[config.mk]
export PLATFORM = sky130hd
export DESIGN_NAME = prim_sync_debounce
export DESIGN_NICKNAME = d
export VERILOG_FILES = /design/src/rtl/prim_sync_debounce_pkg.sv /design/src/rtl/prim_flop_2sync.sv /design/src/rtl/prim_sync_debounce.sv
export SDC_FILE = /design/constraint.sdc
export NUM_CORES = 1
export LEC_CHECK = 0
export ABC_AREA = 1
export BUFFER_PORTS_ARGS = -buffer_cell sky130_fd_sc_hd__buf_4
export CORE_UTILIZATION = 60
export DETAILED_ROUTE_END_ITERATION = 10
export PLACE_DENSITY_LB_ADDON = 0.25
export SKIP_LAST_GASP = 1
export SLEW_MARGIN = 20
export SYNTH_ARGS = -nofsm -noshare
export SYNTH_HDL_FRONTEND = slang
export SYNTH_HIERARCHICAL = 1
export SYNTH_SLANG_ARGS = --single-unit
[constraint.sdc]
create_clock -name clk_i -period 2.5 [get_ports clk_i]
set_input_delay 0.25 -clock clk_i [delete_from_list [all_inputs] [get_ports clk_i]]
set_output_delay 0.25 -clock clk_i [all_outputs]
set_load 0.02 [all_outputs]
[src/rtl/prim_sync_debounce_pkg.sv]
// Shared types for the multi-channel synchronizing debouncer.
package prim_sync_debounce_pkg;

  localparam int unsigned CntWidthDefault = 4;

  typedef logic [CntWidthDefault-1:0] cnt_t;

  typedef struct packed {
    logic q;
    cnt_t cnt;
  } chan_state_t;

endpackage

[src/rtl/prim_flop_2sync.sv]
// Two-flop synchronizer for a vector of independent asynchronous bits.
module prim_flop_2sync #(
  parameter int unsigned Width      = 8,
  parameter logic        ResetValue = 1'b0
) (
  input  logic             clk_i,
  input  logic             rst_ni,
  input  logic [Width-1:0] d_i,
  output logic [Width-1:0] q_o
);

  logic [Width-1:0] f1_q;
  logic [Width-1:0] f2_q;

  always_ff @(posedge clk_i or negedge rst_ni) begin
    if (!rst_ni) begin
      f1_q <= {Width{ResetValue}};
      f2_q <= {Width{ResetValue}};
    end else begin
      f1_q <= d_i;
      f2_q <= f1_q;
    end
  end

  assign q_o = f2_q;

endmodule

[src/rtl/prim_sync_debounce.sv]
// Synchronizes each input bit and accepts a new level only after it
// has mismatched the filtered level for thresh_i+1 consecutive cycles.
module prim_sync_debounce
  import prim_sync_debounce_pkg::*;
#(
  parameter int unsigned Width      = 8,
  parameter int unsigned CntWidth   = CntWidthDefault,
  parameter logic        ResetValue = 1'b0
) (
  input  logic                clk_i,
  input  logic                rst_ni,
  input  logic [Width-1:0]    d_i,
  input  logic [Width-1:0]    en_i,
  input  logic [CntWidth-1:0] thresh_i,
  output logic [Width-1:0]    q_o,
  output logic [Width-1:0]    rise_o,
  output logic [Width-1:0]    fall_o
);

  typedef struct packed {
    logic                q;
    logic [CntWidth-1:0] cnt;
  } ch_t;

  logic [Width-1:0] s;

  prim_flop_2sync #(
    .Width      (Width),
    .ResetValue (ResetValue)
  ) u_sync (
    .clk_i  (clk_i),
    .rst_ni (rst_ni),
    .d_i    (d_i),
    .q_o    (s)
  );

  for (genvar i = 0; i < Width; i++) begin : g_ch
    ch_t  st_d, st_q;
    logic rise_d, rise_q;
    logic fall_d, fall_q;

    // >= rather than == so a lowered threshold releases a long run at once
    always_comb begin
      st_d   = st_q;
      rise_d = 1'b0;
      fall_d = 1'b0;
      if (!en_i[i]) begin
        st_d.cnt = '0;
      end else if (s[i] == st_q.q) begin
        st_d.cnt = '0;
      end else if (st_q.cnt >= thresh_i) begin
        st_d.q   = s[i];
        st_d.cnt = '0;
        rise_d   = s[i];
        fall_d   = ~s[i];
      end else begin
        st_d.cnt = st_q.cnt + 1'b1;
      end
    end

    always_ff @(posedge clk_i or negedge rst_ni) begin
      if (!rst_ni) begin
        st_q.q   <= ResetValue;
        st_q.cnt <= '0;
        rise_q   <= 1'b0;
        fall_q   <= 1'b0;
      end else begin
        st_q     <= st_d;
        rise_q   <= rise_d;
        fall_q   <= fall_d;
      end
    end

    assign q_o[i]    = st_q.q;
    assign rise_o[i] = rise_q;
    assign fall_o[i] = fall_q;
  end

endmodule

Word-level counts from Yosys, hierarchy flattened --
Cells that the tools add are included.
Operators by class: $add $sub $neg 8, multiply operators 0, divide/modulo/power cells 0, magnitude comparators 8, equal/unequal tests 8, shift operators 0, multiplexer cells 72, bitwise logic cells 16, reductions and logical operators 8
Operators with widths (number):
- 4-bit 2-to-1 mux | 24
- 1-bit 2-to-1 mux | 48
- 4-bit by 1-bit adder with 4-bit output, second input constant | 8
- 4-bit >= comparator | 8
- 3-bit AND reduction | 8
- 1-bit NOT | 16
- 1-bit == test | 8
Storage, ports and cells: bits in registers 72, latch bits 0, bits in writable memories 0, bits in read-only memories 0, output and inout port bits 24, word-level logic and storage cells 154, memories 0

Logic depth before layout (Yosys ltp) --
word-level depth 4, mapped depth 10, gate-level depth less buffers 10

Modules after synthesis --
Netlist, hierarchy kept.
By module, submodules not included:
- prim_sync_debounce | instances 1, cells an instance 363, area each 3306.9 sq um, sequential area each 1401.3 sq um
- prim_flop_2sync | instances 1, cells an instance 16, area each 400.4 sq um, sequential area each 400.4 sq um

Worst setup path after synthesis --
OpenSTA, ideal clock, no wires.
path kind in2reg, from in thresh_i[3], to reg, netlist name q_o[0], library setup time 0.118 ns, arrival 1.157 ns, data required time 2.382 ns, slack 1.225 ns, stages on the path 6, path buffers 0, path through inv_1 -> ha_1 -> a21oi_1 -> nand3_2 -> nand3_1 -> nand2_1
RTL lines:
- start, declared | RTL line prim_sync_debounce.sv:14 | input logic [CntWidth-1:0] thresh_i,

==> impl_metrics.json <==
{
  "drc_errors": 0,
  "drv_slew": 0,
  "synthesis.nets": 441,
  "antenna_found_initial": 0,
  "cts_sinks": 72,
  "cts_hold_buf": 6,
  "n_antenna_cell": 0,
  "syn_area_mm2": 0.00371,
  "hpwl_mm": 4.22,
  "core_area_mm2": 0.00596,
  "synth-xor-area-share": 0.0378,
  "crit-reg2reg-capture": "q_o[4]$_DFFE_PN0P_",
  "final-hold-violation-count": 0,
  "ys_ff_latch": 72,
  "startpoint_type": "register",
  "yosysTopAreaCell": "dfrtp_1",
  "root_buffer": "clkbuf_8",
  "tritoncts": "done",
  "synthAdderAreaFrac": 0.135,
  "rsz0062_at_grt": "false",
  "worstMarginPinSlew_ps": 863,
  "cp_data_required_time_ps": 2780,
  "fin_nets": 481,
  "cts_resized": 0,
  "layout_worst_path_cycle_share": 0.572,
  "gp_congestion": 0.830,
  "synth_most_common_cell": "nand2_1",
  "die_width_um": 80.6,
  "grt_pass1_vias": 2474,
  "end_kind": "register",
  "ys.warnings.count": 6,
  "ys_types": 17,
  "fillers": 450,
  "ir_worst_vdd_mv": 0.471,
  "drt_iter0_drc": 86,
  "final_layout_size_suffix_gt1_frac": 0.222,
  "die_area_mm2": 0.00650,
  "cts_made_buffers": 9,
  "final_util": 0.713,
  "fp.dieH_um": 80.6,
  "wl_met2_mm": 2.99,
  "arrival_ps": 1710,
  "hold_ws_ps": 15.6,
  "synth.avg_cell_area_um2": 9.78,
  "grt-ovfl-total": 0,
  "seq_area_frac_synth": 0.486,
  "met1_length_mm": 2.72,
  "ys_async_sr_fraction": 1.00,
  "synth_area_leaders": "dfrtp_1, ha_1, nand2_1",
  "ioPinCount": 46,
  "finalSetupViolCount": 0,
  "grt_pass1_wl_mm": 10.3,
  "start_util": 0.622,
  "grt_util_all_layers": 0.212,
  "skew_ps": 10.1,
  "worstHoldPathType": "input pin to async pin",
  "wl_mm": 6.01,
  "top_layer": "met4",
  "critical_path.max_fanout": 6,
  "synth_compound_area_frac": 0.0108,
  "slew_headroom": 0.425,
  "port_buffers": 45,
  "multi_input_area_mm2": 0.00153,
  "synth_top_family_by_area": "simple AND/OR/NAND/NOR gates",
  "period_needed_ps": 1430,
  "clockBufferDepth": 2,
  "drt-pass1-iter-count": 3,
  "power_density_mw_per_mm2": 748,
  "fmax_mhz": 699,
  "p_leak_nw": 2.34,
  "yosys.area_share.simple": 0.230,
  "yosys_most_used_dff": "dfrtp_1",
  "post_cts_buffers": 0,
  "r2r-start": "g_ch[4].st_q[3]$_DFF_PN0_",
  "viasPerCell": 4.96,
  "tns_ps": 0,
  "layout.area.seq_mm2": 0.00180,
  "grt_max_degree": 73,
  "htree_levels": 3,
  "wl_met3_um": 195,
  "status": "finished clean",
  "clkLatencyLatePin_ps": 350,
  "criticalPathCategory": "register to register",
  "post_drt_wl_per_cell_um": 12.0,
  "rows": 28,
  "syn_inst": 379,
  "dr_total_vias": 2476,
  "synth_top_cells_by_count": "nand2_1, dfrtp_1, inv_1",
  "cts.clk_slew.worst_paths_ps": 70,
  "ff2ff_setup_slack_ps": 1070,
  "synthMuxAreaShare": 0,
  "synth_edf_count": 0,
  "antenna_left": 0,
  "yosysTopAreaCellShare": 0.486,
  "r2r_cells": 6,
  "cap_violations": 0,
  "area_growth_pct": 14.5
}
-- sequential cells by signal, indices dropped and copies added, names as in the netlist --
name	flops
g_ch.st_q	32
g_ch.fall_q	8
g_ch.rise_q	8
q_o	8
u_sync/f1_q	8
u_sync/q_o	8
-- report_power, final --
part	total, W	leakage [nW]	switching, W	internal [W]
logic	0.000799	1.29	0.000479	0.000320
registers	0.00144	0.948	0.000137	0.00131
clock network	0.000934	0.101	0.000422	0.000511
total	0.00318	2.34	0.00104	0.00214
-- worst max-delay path: stages (launching register included) --
cell and delay [ps]:
dfrtp_1 400, ha_1 320, a21oi_1 230, nand3_2 180, nand2_1 130, nand2_1 60
nand2_1 50
-- per-layer routing --
layer | up-vias | global-route usage
met5 | - | 0
met4 | 0 | 0.0964
met3 | 12 | 0.0614
met2 | 30 | 0.360
met1 | 1167 | 0.247
li1 | 1267 | -
-- worst max path at each step --
stage | end | depth (start not counted) | slack, ps | from
floorplan | q_o[0]$_DFFE_PN0P_ | 6 | 1230 | thresh_i[3]
global placement | q_o[3]$_DFFE_PN0P_ | 7 | 920 | thresh_i[3]
detailed placement | q_o[4]$_DFFE_PN0P_ | 7 | 830 | thresh_i[3]
CTS | q_o[4]$_DFFE_PN0P_ | 6 | 1070 | g_ch[4].st_q[3]$_DFF_PN0_
global route | q_o[4]$_DFFE_PN0P_ | 6 | 970 | g_ch[4].st_q[3]$_DFF_PN0_
finish | q_o[4]$_DFFE_PN0P_ | 6 | 1070 | g_ch[4].st_q[3]$_DFF_PN0_
-- cell families (layout without fill, tap and decap cells) --
group,count (synthesis),after routing
xor+xnor,16,16
flops,72,72
buf+inv,75,120
compound gates,8,8
simple gates,168,168
fa+ha+maj,40,40
-- final cells by class --
cell class	count	share of cell area
repair buffers	53	0.0984
multi-input cells	232	0.361
flip-flops and latches	72	0.424
inverters	51	0.0451
clock inverters	5	0.0130
clock buffers	11	0.0357
well taps	75	0.0221
-- layout by cell type, fill, tap and decap left out, types with 11 or more instances in the layout --
cell type   n
dfrtp_1    72
clkbuf_8   11
nor2_1     24
nand3_1    16
inv_1      43
buf_4      45
nand2_1    79
ha_1       40
nor3_1     16
-- metrics by stage --
| stage | total power, W | setup slack [ps] | cells | instance area, um^2 |
|---|---|---|---|---|
| 5_1_grt | 0.00338 | 971 | 499 | 4250 |
| 3_5_place_dp | 0.00226 | 828 | 475 | 3960 |
| 3_3_place_gp | 0.00222 | 922 | 475 | 3960 |
| 6_report | 0.00318 | 1070 | 499 | 4250 |
| 2_1_floorplan | 0.00208 | 1230 | 379 | 3710 |
| 4_1_cts | 0.00321 | 1070 | 497 | 4230 |
Power figures use the tool's default switching activity.
